==> src/rtl/chunked_serial_adder.sv <==
// Multi-cycle add/subtract: WIDTH-bit operands processed CHUNK bits per clock, LSB chunk first.
// start accepted in IDLE or DONE; busy for WIDTH/CHUNK cycles, then a one-cycle done pulse with results.
module chunked_serial_adder #(
  parameter int WIDTH = 16,
  parameter int CHUNK = 4
) (
  input  logic             clk,
  input  logic             rst_n,
  input  logic             start,
  input  logic [WIDTH-1:0] A,
  input  logic [WIDTH-1:0] B,
  input  logic             Cin,
  input  logic             SUB,
  output logic             busy,
  output logic             done,
  output logic [WIDTH-1:0] S,
  output logic             Cout,
  output logic             Cin_msb,
  output logic             V
);

  localparam int N  = WIDTH / CHUNK;
  localparam int CW = (N > 1) ? $clog2(N) : 1;

  typedef enum logic [1:0] {
    ST_IDLE,
    ST_RUN,
    ST_DONE
  } state_t;

  state_t           r_state;
  logic [CW-1:0]    r_cnt;
  logic [WIDTH-1:0] r_a;
  logic [WIDTH-1:0] r_b;
  logic [WIDTH-1:0] r_res;
  logic             r_carry;

  logic [CHUNK-1:0] w_a_chk;
  logic [CHUNK-1:0] w_b_chk;
  logic [CHUNK:0]   w_sum;
  logic             w_cmsb;
  logic [WIDTH-1:0] w_res;
  logic             w_last;
  int               w_base;

  always_comb begin
    w_base  = int'(r_cnt) * CHUNK;
    w_a_chk = r_a[w_base +: CHUNK];
    w_b_chk = r_b[w_base +: CHUNK];
    w_sum   = {1'b0, w_a_chk} + {1'b0, w_b_chk} + {{CHUNK{1'b0}}, r_carry};
    // Carry into the chunk MSB recovered from that bit's sum and operand bits.
    w_cmsb  = w_sum[CHUNK-1] ^ w_a_chk[CHUNK-1] ^ w_b_chk[CHUNK-1];
    w_res   = r_res;
    w_res[w_base +: CHUNK] = w_sum[CHUNK-1:0];
    w_last  = (r_cnt == CW'(N - 1));
  end

  always_ff @(posedge clk or negedge rst_n) begin
    if (!rst_n) begin
      r_state <= ST_IDLE;
      r_cnt   <= '0;
      r_a     <= '0;
      r_b     <= '0;
      r_res   <= '0;
      r_carry <= 1'b0;
      busy    <= 1'b0;
      done    <= 1'b0;
      S       <= '0;
      Cout    <= 1'b0;
      Cin_msb <= 1'b0;
      V       <= 1'b0;
    end else begin
      done <= 1'b0;
      case (r_state)
        ST_IDLE, ST_DONE: begin
          if (start) begin
            r_a     <= A;
            r_b     <= B ^ {WIDTH{SUB}};
            r_carry <= Cin ^ SUB;
            r_cnt   <= '0;
            r_res   <= '0;
            busy    <= 1'b1;
            r_state <= ST_RUN;
          end else begin
            busy    <= 1'b0;
            r_state <= ST_IDLE;
          end
        end
        ST_RUN: begin
          r_res   <= w_res;
          r_carry <= w_sum[CHUNK];
          r_cnt   <= r_cnt + CW'(1);
          if (w_last) begin
            S       <= w_res;
            Cout    <= w_sum[CHUNK];
            Cin_msb <= w_cmsb;
            V       <= w_sum[CHUNK] ^ w_cmsb;
            done    <= 1'b1;
            busy    <= 1'b0;
            r_state <= ST_DONE;
          end
        end
        default: begin
          busy    <= 1'b0;
          r_state <= ST_IDLE;
        end
      endcase
    end
  end

endmodule

==> config.mk <==
export PLATFORM = sky130hd
export DESIGN_NAME = chunked_serial_adder
export DESIGN_NICKNAME = d
export VERILOG_FILES = /design/src/rtl/chunked_serial_adder.sv
export SDC_FILE = /design/constraint.sdc
export NUM_CORES = 1
export LEC_CHECK = 0
export BUFFER_PORTS_ARGS = -buffer_cell sky130_fd_sc_hd__buf_2
export CORE_MARGIN = 2
export CORE_UTILIZATION = 50
export CTS_CLUSTER_DIAMETER = 200
export DETAILED_ROUTE_END_ITERATION = 10
export GPL_ROUTABILITY_DRIVEN = 0
export GPL_TIMING_DRIVEN = 0
export PLACE_DENSITY = 0.74
export SLEW_MARGIN = 20
export SYNTH_ARGS = -nofsm -noshare
export SYNTH_HDL_FRONTEND = slang
export SYNTH_SLANG_ARGS = --single-unit
export TNS_END_PERCENT = 5
==> constraint.sdc <==
create_clock -name clk -period 2.66 [get_ports clk]
set_clock_uncertainty 0.15 [all_clocks]
set_input_delay 0.399 -clock clk [delete_from_list [all_inputs] [get_ports clk]]
set_output_delay 0.399 -clock clk [all_outputs]
set_load 0.005 [all_outputs]
==> results.md <==
* Setup slack after layout at -0.108 ns
* Worst r2r src: r_cnt[0]$_DFFE_PN0P_
* Switching share of total power at 41.4%
* CTS Buffer Depth at 2
* Setup crit start kind: flop
* Worst Hold Path EP: r_a[7]$_DFFE_PN0P_
* Utilization after layout at 61.5%
* Post-synth top area share at 52.9%
* Row cnt at 30
* Number of CTS-inserted buffers at 9
* Flop pwr share at 29.2%
* Wirelength per Cell at between 15 and 20 um
* CTS H-tree depth at 3
* Top cells by count, synth: dfrtp_1 (73), nand2_1 (42), o21ai_0 (41), xnor2_1 (20), a21oi_1 (18)
* Placed cell count at 436
* Die Height at 87.1 um
* Critical Path RT at 2.80 ns
* Failing checks: negative setup slack
* Dominant cell type by area after synthesis: dfrtp_1
* Sequential element share of the synthesized area at 52.9%
* Synth area leaders: dfrtp_1 (53%), o21ai_0 (5.9%), mux2_2 (5.2%), mux4_2 (5.2%), xnor2_1 (5.1%)
* Post-synth top flop: dfrtp_1
* Routed Antenna Nets at 0
* WL final at between 7000 and 8000 um
* FMAX at 0.361 GHz
* Largest delay share family, worst path: adder cells
* Sw power at 2.58 mW
* Syn avg cell area at 11.6 um^2
* CP arrival at 2.91 ns
* DR vias/cell at approximately 5.5
* CTS root buffer: clkbuf_8
* Power Dens Cells at about 1500 nW/um^2
* N_diodes at 0
* Area Overhead vs Synth at 20.3%
* Pint at 3.65 mW
* Max rail drop VDD at 900 uV
* Initial antenna violation count at 0
* Register bit total from synthesis at 73
* DRC Markers at 0
* Kind of critical path: reg2reg
* Crit path time final at 2.77 ns
* Final max-slew violation count at 0
* Synth Instances at 299
* Initial Util at between 50% and 60%
* CTS tree: yes
* Port Buffer Count at 56
* Post-synthesis cell area at about 3500 um^2
* Most numerous cell in the Yosys netlist: dfrtp_1
* Share of layout cells above drive strength 1 at 30.1%
* Vias in the first global route at 2407
* Crit-path max FO at 10
* GRT overflow at 0
* Io pins at 58
* DRT iter0 DRCs at 98
* Leakage at between 1.5 and 2 nW
* Number of library cell types mapped by synthesis at 27
* Worst-path clk slew at ~0.07 ns
* Total GRT Usage at between 20% and 30%
* Max Cap Violations at 0
* Post-DP HPWL at 4980 um
* Die ar. at 7590 um^2
* Flop2flop setup slack at -0.11 ns
* DIE WIDTH at slightly below 90 um
* Hold Crit Class: in2reg
* Router iterations before antenna repair at 4
* HP Start: A[7]
* First-pass GRT wire length at about 12000 um
* Clock power frac at 14.2%
* Layout Nets at roughly 420
* CP bufs+invs at 1
* Hold depth at 2
* Final setup viols at 9
* EDFF count, synth at 0
* Crit-path cells: buf_12, mux4_2, fa_2, fa_2, xor2_2, and2_4, a22o_1
* Syn_nets at 347
* Critical Path End Type: flop
* Least-Margin Pin Slew at 0.819 ns
* Hold Vio Cnt, Final at 0
* Final cell count without fillers at 452
* Post-route clock period utilization at 104%
* Largest net degree at the start of global routing at 52
* Worst path most repeated cell: fa_2
* Total Power at just over 6 mW
* Synth warnings at 0
* Combinational share of power at 56.6%
* Placed inst area at 3880 um^2
* CTS sink count at 73
* Status: finished, violations left
* Design area at 4160 um^2
* End of the worst register-to-register path: r_res[2]$_DFFE_PN0P_
* RSZ-0062 raised after global routing: yes
* Delay of the slowest critical-path stage at between 0.5 and 0.6 ns
* CORE AREA at between 6000 and 7000 um^2
* DR vias at 2466
* Worst-Skew Late Latency at around 0.36 ns
* Slowest CP cell: mux4_2
* Slew headroom at 45.0%
* R2R cell count at 7
* Asr flop ratio synth at 100%
==> layout by cell type (no fill, tap or decap), drive strengths merged, types with 9 or more instances in the layout <==
cell type,netlist,final
ha,9,9
dfrtp,73,73
clkbuf,14,26
buf,4,61
xnor2,20,20
a21oi,18,18
nor2b,17,17
nand2,42,42
o21ai,42,42
mux2,16,16
==> logic make-up (layout without fill, tap and decap cells) <==
kind of cell / count (synthesis) / in the layout / synth area share (%)
flip-flops: 73 / 73 / 52.9
AND/OR/NAND/NOR: 68 / 68 / 9.96
multiplexers: 24 / 24 / 10.4
adder cells (fa/ha/maj): 11 / 11 / 4.42
XOR/XNOR: 22 / 22 / 5.98
buffers and inverters: 22 / 95 / 2.61
AO/OA/AOI/OAI: 79 / 79 / 13.7
==> power groups by stage <==
| stage | sequential (mW) | clock, mW | combinational, mW |
|---|---|---|---|
| final | 1.82 | 0.885 | 3.53 |
| after global routing | 1.87 | 0.940 | 3.81 |
| after CTS | 1.81 | 0.895 | 3.50 |
| after detailed placement | 1.85 | 0 | 3.12 |
| after global placement | 1.83 | 0 | 3.03 |
| after floorplan | 1.79 | 0 | 2.26 |
==> registers in the layout, summed over array words and instances (netlist names) <==
| signal | cells |
|---|---|
| Cin_msb | 1 |
| S | 16 |
| r_a | 16 |
| r_carry | 1 |
| r_res | 16 |
| r_b | 16 |
| done | 1 |
| r_cnt | 2 |
| r_state | 2 |
| V | 1 |
| Cout | 1 |
==> metrics by stage <==
| step | setup TNS [ns] | worst slack, ns | hold slack [ns] |
|---|---|---|---|
| floorplan | -0.0196 | -0.0125 | -0.0466 |
| CTS | -0.637 | -0.108 | 0.116 |
| global placement | -7.86 | -0.375 | 0.306 |
| global route | -1.68 | -0.171 | 0.119 |
| finish | -0.577 | -0.108 | 0.122 |
| detailed placement | -9.22 | -0.428 | 0.168 |
==> worst max-delay path by stage <==
stage | start | to | cells past startpoint
2_1_floorplan | r_cnt[0]$_DFFE_PN0P_ | S[9]$_DFFE_PN0P_ | 7
6_report | r_cnt[0]$_DFFE_PN0P_ | r_res[2]$_DFFE_PN0P_ | 7
3_5_place_dp | r_cnt[0]$_DFFE_PN0P_ | r_res[2]$_DFFE_PN0P_ | 7
3_3_place_gp | r_cnt[0]$_DFFE_PN0P_ | r_res[2]$_DFFE_PN0P_ | 7
5_1_grt | r_cnt[0]$_DFFE_PN0P_ | V$_DFFE_PN0P_ | 8
4_1_cts | r_cnt[0]$_DFFE_PN0P_ | V$_DFFE_PN0P_ | 8
==> routing by layer <==
metal,track usage [%],part of all wire [%],up-vias
met5,0,0,-
met4,8.11,1.6,0
met3,4.36,4.2,14
met2,33.2,51,68
met1,27.1,43,1199
li1,-,-,1185
==> final cells by class <==
cell class                 instances  area [um^2]
buffer                            17         86.3
clock buffer                      12          155
clock inverter                     3         40.0
fill                             573         2600
inverter                           4         15.0
multi-input combinational        204         1600
sequential                        73         1830
tap                               80          100
timing repair buffer              59          328
==> worst register-to-register path, cell delays in order (launching register included) <==
cell and delay, ns:
dfrtp_2 0.39, buf_12 0.15, mux4_2 0.53, fa_2 0.41
fa_2 0.38, xor2_2 0.32, and2_4 0.24, a22o_1 0.14
==> what timing repair did <==
action,in CTS,in global routing
hold buffers,1,0
endpoints found under the setup margin,30,22
pin swaps,4,0
resized for setup,9,8
buffers inserted,1,0
hold endpoints to repair,22,0
Note: power is estimated with default switching activity, not from simulation.
